File: src/rtl/pc_sequencer.sv
`default_nettype none
// +----------------------------------------------------------------------+
// | pc_sequencer: owns the fetch PC; advances on decode accept, handles  |
// | back-end redirects (one-cycle flush) and halt requests.              |
// | Revision: 1.0                                                        |
// +----------------------------------------------------------------------+
module pc_sequencer #(
  parameter logic [31:0] RESET_PC = 32'h0000_0000
) (
  input  logic        clk,
  input  logic        reset,
  input  logic        valid_out,
  input  logic        ready_out,
  input  logic        redirect_valid,
  input  logic [31:0] redirect_pc,
  input  logic        halt,
  output logic [31:0] pc_in,
  output logic        fetch_en,
  output logic        flush,
  output logic [31:0] fetch_count
);

  typedef enum logic [2:0] {
    S_IDLE  = 3'd0,
    S_RUN   = 3'd1,
    S_STALL = 3'd2,
    S_FLUSH = 3'd3,
    S_HALT  = 3'd4
  } state_t;

  state_t      state_q, state_d;
  logic [31:0] pc_q, pc_d;
  logic [31:0] count_q, count_d;

  always_ff @(posedge clk) begin
    if (reset) begin
      state_q <= S_IDLE;
      pc_q    <= RESET_PC;
      count_q <= 32'd0;
    end else begin
      state_q <= state_d;
      pc_q    <= pc_d;
      count_q <= count_d;
    end
  end

  always_comb begin
    state_d = state_q;
    pc_d    = pc_q;
    count_d = count_q;
    if (redirect_valid) begin
      // Masking keeps the whole target word live; low bits are always dropped.
      pc_d    = redirect_pc & 32'hFFFF_FFFC;
      state_d = S_FLUSH;
    end else begin
      unique case (state_q)
        S_IDLE:  state_d = S_RUN;
        S_RUN, S_STALL: begin
          if (halt) begin
            state_d = S_HALT;
          end else if (valid_out && ready_out) begin
            pc_d    = pc_q + 32'd4;
            count_d = count_q + 32'd1;
            state_d = S_RUN;
          end else if (valid_out) begin
            state_d = S_STALL;
          end else begin
            state_d = S_RUN;
          end
        end
        S_FLUSH: state_d = halt ? S_HALT : S_RUN;
        S_HALT:  state_d = halt ? S_HALT : S_RUN;
        default: state_d = S_IDLE;
      endcase
    end
  end

  assign pc_in       = pc_q;
  assign fetch_count = count_q;
  assign fetch_en    = (state_q == S_RUN) || (state_q == S_STALL);
  assign flush       = (state_q == S_FLUSH);

endmodule
`default_nettype wire

File: config.mk
export PLATFORM = sky130hd
export DESIGN_NAME = pc_sequencer
export DESIGN_NICKNAME = d
export VERILOG_FILES = /design/src/rtl/pc_sequencer.sv
export SDC_FILE = /design/constraint.sdc
export NUM_CORES = 1
export LEC_CHECK = 0
export CAP_MARGIN = 20
export CORE_MARGIN = 2
export CORE_UTILIZATION = 48
export CTS_CLUSTER_DIAMETER = 60
export DETAILED_ROUTE_END_ITERATION = 10
export PLACE_DENSITY = 0.9
export SYNTH_ARGS = -nofsm -noshare
export SYNTH_HDL_FRONTEND = slang
export SYNTH_SLANG_ARGS = --single-unit
File: constraint.sdc
create_clock -name clk -period 2.6 [get_ports clk]
set_input_delay 0.26 -clock clk [delete_from_list [all_inputs] [get_ports clk]]
set_output_delay 0.26 -clock clk [all_outputs]
set_load 0.02 [all_outputs]
# --- Word-level counts from Yosys, hierarchy flattened ---
# Cells that the tools add are included.
word_totals:
  ff_bits: 67
  out_inout_bits: 66
classes:
  muxes: 10
  reduce_logical: 11
  n_addsub: 2
  n_bitwise: 2
  eq_ne: 5
ops:
  columns: ["operator", "count"]
  rows:
  - ["$mux W32", 4]
  - ["$add A32 B1 Y32 const B", 1]
  - ["$add A32 B3 Y32 const B", 1]
  - ["$pmux W3 S3", 1]
  - ["$eq A3 B2 Y1 const B", 2]
  - ["$mux W2", 3]
  - ["$mux W3", 2]
  - ["$reduce_and A3 Y1", 2]
  - ["$reduce_or A2 Y1", 3]
  - ["$reduce_and A4 Y1", 1]
  - ["$reduce_bool A2 Y1", 2]
  - ["$eq A3 B1 Y1 const B", 1]
  - ["$eq A3 B3 Y1 const B", 1]
  - ["$logic_not A3 Y1", 1]
  - ["$ne A2 B2 Y1 const B", 1]
  - ["$not A1 Y1", 2]
  - ["$logic_and A1 B1 Y1", 1]
  - ["$logic_or A1 B1 Y1", 1]

# --- Depth between registers and ports, before layout ---
# Gate-level depths: netlist (run 1).
depth:
  ltp_word: 5
  mapped_depth: 8
  depth_no_buf: 5

# --- Least setup slack after synthesis (run 1) ---
# No wires, ideal clock.
synth_path:
  kind: "flip-flop to flip-flop"
  from: "register count_q[9], in the netlist fetch_count[9]"
  to: "register count_q[31], in the netlist fetch_count[31]"
  setup_ps: 121
  required_ps: 2479
  stages_incl_launch_ff: 6
  arrival_ps: 2129
  path_slack_ps: 350
  period_less_slack_ps: 2250
  path_cell_list: "dfxtp_1 > nand4_1 > or4_1 > clkbuf_1 > nor4_1 > mux2_2"
synth_between:
  elab_chain_len: 1
synth_lines:
  columns: ["item", "line", "rtl"]
  rows:
  - ["start, declared", "33", "logic [31:0] count_q, count_d;"]
  - ["start signal, assigned", "43", "count_q <= count_d;"]
  - ["$add A32 B1 Y32", "63", "count_d = count_q + 32'd1;"]
# No other way between the ends.
# A chain may end at the register's enable or synchronous reset.

# --- Worst setup path in the final report (run 1) ---
layout_path:
  from: "register count_q[9], in the netlist fetch_count[9]"
  to: "register count_q[20], in the netlist fetch_count[20]"
# Same word-level chain as after synthesis.

==> results.json, run 1 <==
{
  "cts_tree": "built",
  "yosys_warnings": 0,
  "grt_util_all_layers": 0.233,
  "hold_depth": 2,
  "synth_top_area_frac": 0.364,
  "dp_hpwl_mm": 6.93,
  "rrSetupSlack_ns": 0.19,
  "netlist_top_cells_area": "dfxtp_1 (36%), or4_1 (6.3%), o31ai_1 (5.9%)",
  "crit_arrival_ns": 2.68,
  "nNetsFinal": 561,
  "drt_first_pass_iters": 7,
  "ys_seq_elements": 65,
  "critical_path.startpoint_type": "flop",
  "final_layout_size_suffix_gt1_frac": 0.0781,
  "p_total_uw": 2400,
  "synth_edf_count": 0,
  "p_leak_uw": 0.00153,
  "grt_pass1_wl_mm": 15.9,
  "cts_hold_buf": 0,
  "outcome": "finished clean",
  "slew_headroom": 0.503,
  "die_area_mm2": 0.00815,
  "setup.worst_path.class": "flop to flop",
  "postCtsSetupBuffers": 0,
  "viasPerCell": 6.24,
  "core_mm2": 0.00721,
  "yosysTopAreaCell": "dfxtp_1",
  "fill_cells": 562,
  "overflow": 0,
  "worst_slew_pin_slew_ns": 0.740,
  "finalSetupTns_ns": 0,
  "period_share": 0.927,
  "rsz0062_at_grt": "no",
  "cts-root-buf": "clkbuf_8",
  "final-seq-area_mm2": 0.00130,
  "drcViolationCount": 0,
  "start_util": 0.495,
  "drv_slew": 0,
  "vias": 3893,
  "grt_pass1_vias": 3463,
  "synth-async-reset-ratio": 0,
  "min_period_ns": 2.41,
  "min_path_type": "primary input to flop",
  "crit_required_ns": 2.87,
  "wl_per_cell_um": 15.8,
  "fp.dieW_um": 90.3,
  "synth_seq_area_share": 0.364,
  "path_clk_slew_ns": 0.07,
  "antenna_found_initial": 0,
  "clock_skew_ns": 0.0117,
  "clk_latency_ns": 0.34,
  "synth_area_mm2": 0.00357,
  "worst_setup_path_end_kind": "flop",
  "grt_max_degree": 40,
  "multiInputGateArea_mm2": 0.00209,
  "drt_wl_total_mm": 9.86,
  "yosys_most_used_dff": "dfxtp_1",
  "antenna_cells": 0,
  "cap_violations": 0,
  "max_freq_mhz": 415,
  "setup_violations": 0,
  "synth_cells": 430,
  "portBuffers": 99,
  "die_h_um": 90.3,
  "drt_iter0_drc": 200,
  "num_rows": 31,
  "reg2regPathDepth": 5,
  "cts_sinks": 65,
  "hold_viol": 0,
  "post-route-util": 0.676,
  "irDropWorstVdd_mv": 0.253,
  "area_delta_synth_final_pct": 36.4,
  "ios": 104,
  "clock_path_buffers": 2,
  "postRouteAntennaNets": 0,
  "cts_made_buffers": 9,
  "gp_congestion": 0.852,
  "synth_cell_type_count": 46,
  "post_cts_resized": 0,
  "syn_avg_cell_area_um2": 8.31,
  "power-per-cell-area_mw_per_mm2": 491,
  "ctsHtreeMaxLevel": 3,
  "cp_max_fo": 17
}
==> cell families (layout without fill, tap and decap cells) <==
| logic type | after synthesis | count (layout) | synth area share |
|---|---|---|---|
| flops | 65 | 65 | 0.364 |
| fa+ha+maj | 2 | 2 | 0.00700 |
| mux | 6 | 6 | 0.0182 |
| simple gates | 196 | 196 | 0.315 |
| other cells | 1 | 2 | 0.00105 |
| xor+xnor | 14 | 14 | 0.0343 |
| buf+inv | 45 | 139 | 0.0522 |
| compound gates | 101 | 101 | 0.208 |
==> worst paths after layout <==
check                     to       startpoint
max          fetch_count[20]   fetch_count[9]
min          fetch_count[26]            reset
max reg2reg  fetch_count[20]   fetch_count[9]
min reg2reg  fetch_count[16]  fetch_count[16]
==> critical path: stages (launching register included) <==
cell and delay (ns):
dfxtp_1 0.45, nand4_1 0.22, or4_1 0.84, buf_4 0.28, or4_1 0.41, a21oi_1 0.15
==> placed cells by master (no fill, tap or decap), drive strengths merged, types with 8 or more instances in the layout <==
master,Yosys,layout
a211oi,8,8
a21oi,18,18
a311oi,20,20
and4,10,10
buf,7,15
clkbuf,27,13
clkdlybuf4s50,0,98
dfxtp,65,65
inv,11,11
nand2,23,23
nand3,19,19
nand4,21,21
nor2,46,46
nor4,8,8
o21ai,9,9
o31ai,28,28
or3,12,12
or4,31,31
xnor2,9,9
==> sequential cells by signal (all words and copies together) (netlist names) <==
register,count
fetch_count,32
pc_in,30
state_q,3
==> power breakdown <==
group / switching [uW] / internal (uW) / total (uW)
clock: 377 / 614 / 991
sequential: 53.8 / 1030 / 1080
combinational: 160 / 160 / 319
total: 590 / 1810 / 2400
==> metal layers <==
metal | part of all wire | up-vias | track usage
met5 | 0 | - | 0
met4 | 0.016 | 0 | 0.100
met2 | 0.48 | 189 | 0.389
met3 | 0.078 | 17 | 0.0451
li1 | - | 1866 | -
met1 | 0.43 | 1821 | 0.294
==> synthesized netlist by cell type, drive strengths merged, types with 2 or more instances <==
| library cell | number |
|---|---|
| o31ai | 28 |
| nor3 | 3 |
| and2 | 2 |
| or2 | 6 |
| nor2 | 46 |
| o311ai | 6 |
| ha | 2 |
| nand2 | 23 |
| mux2 | 4 |
| a311oi | 20 |
| or4 | 31 |
| a211oi | 8 |
| and4 | 10 |
| xor2 | 5 |
| nor4bb | 2 |
| and3 | 3 |
| nor4 | 8 |
| buf | 7 |
| nand4 | 21 |
| clkbuf | 27 |
| o21ai | 9 |
| dfxtp | 65 |
| inv | 11 |
| a221oi | 2 |
| nand3 | 19 |
| nor2b | 5 |
| a21oi | 18 |
| o41ai | 6 |
| mux2i | 2 |
| or3 | 12 |
| xnor2 | 9 |
==> final cells by class <==
class                           instances  share of cell area
Multi-Input combinational cell        321               0.429
Sequential cell                        65               0.267
Timing Repair Buffer                  113               0.224
Clock buffer                           13              0.0346
Tap cell                               99              0.0254
Clock inverter                          2              0.0123
Inverter                               11             0.00847
==> stage by stage <==
step           setup WS, ns  area [um2]  std cells  hold slack, ns
4_1_cts               0.206        4880        624           0.375
2_1_floorplan         0.350        3580        431           0.416
3_5_place_dp        0.00669        4650        609           0.481
5_1_grt              0.0559        4880        624           0.394
6_report              0.189        4880        624           0.378
3_3_place_gp          0.118        4650        609           0.473
No activity file was read; power rests on OpenSTA's default activity.
==> run 2: changes to the inputs <==
Settings changed: GPL_TIMING_DRIVEN set to 0, SKIP_CTS_REPAIR_TIMING set to 1.
==> results.json, run 2 (synthesized netlist as in run 1, its figures left out) <==
{
  "drv_slew": 0,
  "cp-startpoint": "state_q[2]",
  "portBuffers": 99,
  "critical_path.slowest_cell": "or4_1",
  "p_leak_uw": 0.00154,
  "drt_first_pass_iters": 4,
  "postRouteAntennaNets": 0,
  "rsz0062_at_grt": "no",
  "cap_violations": 0,
  "hold_ws_ns": 0.490,
  "dp_hpwl_mm": 8.02,
  "min_path_type": "primary input to flop",
  "setup_violations": 0,
  "drcViolationCount": 0,
  "drt_wl_total_mm": 11.2,
  "grt_pass1_wl_mm": 18.4,
  "clock_skew_ns": 0.00650,
  "layout_common_cells": "clkdlybuf4s50_1 (99), dfxtp_1 (65), nor2_1 (46)",
  "worst_slew_pin_slew_ns": 0.737,
  "min_period_ns": 2.47,
  "drt_iter0_drc": 340,
  "design_area_mm2": 0.00492,
  "area_delta_synth_final_pct": 37.5,
  "placed_cell_area_mm2": 0.00469,
  "gp_congestion": 0.897,
  "overflow": 0,
  "final_layout_size_suffix_gt1_frac": 0.0725,
  "grt_max_degree": 11,
  "grt_util_all_layers": 0.276,
  "irDropWorstVdd_mv": 0.256,
  "fill_cells": 585,
  "cts_sinks": 65,
  "reg2regPathDepth": 7,
  "path_clk_slew_ns": 0.07,
  "critPathMaxStageDelay_ns": 0.50,
  "clock_path_buffers": 2,
  "worst_setup_path_end_kind": "flop",
  "power-per-cell-area_mw_per_mm2": 449,
  "hold_viol": 0,
  "layout_commonest_cell": "clkdlybuf4s50_1",
  "stdcell_count": 651,
  "max_freq_mhz": 404,
  "fp.dieW_um": 90.3,
  "setup.worst_path.class": "flop to flop",
  "ctsHtreeMaxLevel": 3,
  "start_util": 0.495,
  "wl_per_cell_um": 17.2,
  "outcome": "finished clean",
  "period_share": 0.952,
  "viasPerCell": 6.29,
  "antenna_cells": 0,
  "antenna_found_initial": 0,
  "vias": 4094,
  "crit_end": "pc_in[20]",
  "core_mm2": 0.00721,
  "largest_reg_flops": 32,
  "grt_pass1_vias": 3849,
  "crit_chain": "clkbuf_1 -> nor4bb_1 -> buf_2 -> nand4_1 -> clkbuf_2 -> or4_1 -> a311oi_1",
  "rr_startpoint": "state_q[2]",
  "critical_path.startpoint_type": "flop",
  "regToRegEndpoint": "pc_in[20]",
  "clk_latency_ns": 0.35,
  "cp_max_fo": 10,
  "rrSetupSlack_ns": 0.13,
  "num_rows": 31,
  "placed_cells": 629,
  "nNetsFinal": 587,
  "cts_tree": "built",
  "die_area_mm2": 0.00815,
  "cts-root-buf": "clkbuf_8",
  "die_h_um": 90.3,
  "crit_required_ns": 2.86,
  "cts_made_buffers": 9,
  "slew_headroom": 0.505,
  "crit_arrival_ns": 2.73,
  "ios": 104
}
-- run 2: cell types whose count changed in the layout (fill, tap and decap cells not counted) --
| cell | before | now |
|---|---|---|
| clkbuf_1 | 1 | 26 |
| buf_4 | 14 | 8 |
| clkbuf_2 | 0 | 3 |
| clkinv_2 | 0 | 3 |
| buf_1 | 0 | 2 |
| bufinv_16 | 2 | 0 |
| buf_2 | 1 | 2 |
| buf_6 | 0 | 1 |
| clkbuf_8 | 12 | 11 |
| clkdlybuf4s50_1 | 98 | 99 |
-- run 2: routing by layer --
layer / vias up / part of all wire / track usage
met3: 17 / 0.091 / 0.0576
met5: - / 0 / 0
met2: 241 / 0.49 / 0.461
met4: 0 / 0.016 / 0.114
li1: 1915 / - / -
met1: 1921 / 0.41 / 0.346
-- run 2: metrics by stage --
stage	util	setup slack, ns	total power, uW	TNS (ns)
after global placement	0.651	-0.212	1420	-2.89
after CTS	0.675	0.0386	2210	0
after global routing	0.681	0.0101	2290	0
after detailed placement	0.651	-0.254	1430	-3.90
final	0.681	0.126	2210	0
after floorplan	-	0.350	1260	0
-- run 2: how the worst min path moves through the flow --
stage | from | end | slack, ns | cells after the start
floorplan | redirect_pc[11] | pc_in[11] | 0.42 | 2
finish | redirect_pc[28] | pc_in[28] | 0.49 | 3
global placement | fetch_count[22] | fetch_count[22] | 0.48 | 2
global route | redirect_pc[10] | pc_in[10] | 0.50 | 3
CTS | redirect_pc[24] | pc_in[24] | 0.48 | 3
detailed placement | fetch_count[26] | fetch_count[26] | 0.48 | 2
-- run 2: layout make-up --
cell class	instances	area [um2]	area share
repair buffers	105	1040	0.211
inverters	11	41.3	0.00840
flip-flops and latches	65	1300	0.265
clock inverters	3	15.0	0.00305
well taps	99	124	0.0252
multi-input cells	321	2090	0.425
clock buffers	13	159	0.0323
plain buffers	34	149	0.0303
-- run 2: power breakdown --
| part | internal (uW) | switching (uW) | leakage, uW |
|---|---|---|---|
| Combinational | 161 | 169 | 0.000917 |
| Clock | 394 | 395 | 0.0000932 |
| Sequential | 1030 | 57.0 | 0.000532 |
| Total | 1590 | 622 | 0.00154 |
-- run 2: critical path: cells and delay by family, from the launching register on --
family,cells,cell delay [ns]
and+or+nand+nor,3,1.09
buffers and inverters,3,0.71
DFF,1,0.30
AOI/OAI and AO/OA,1,0.27
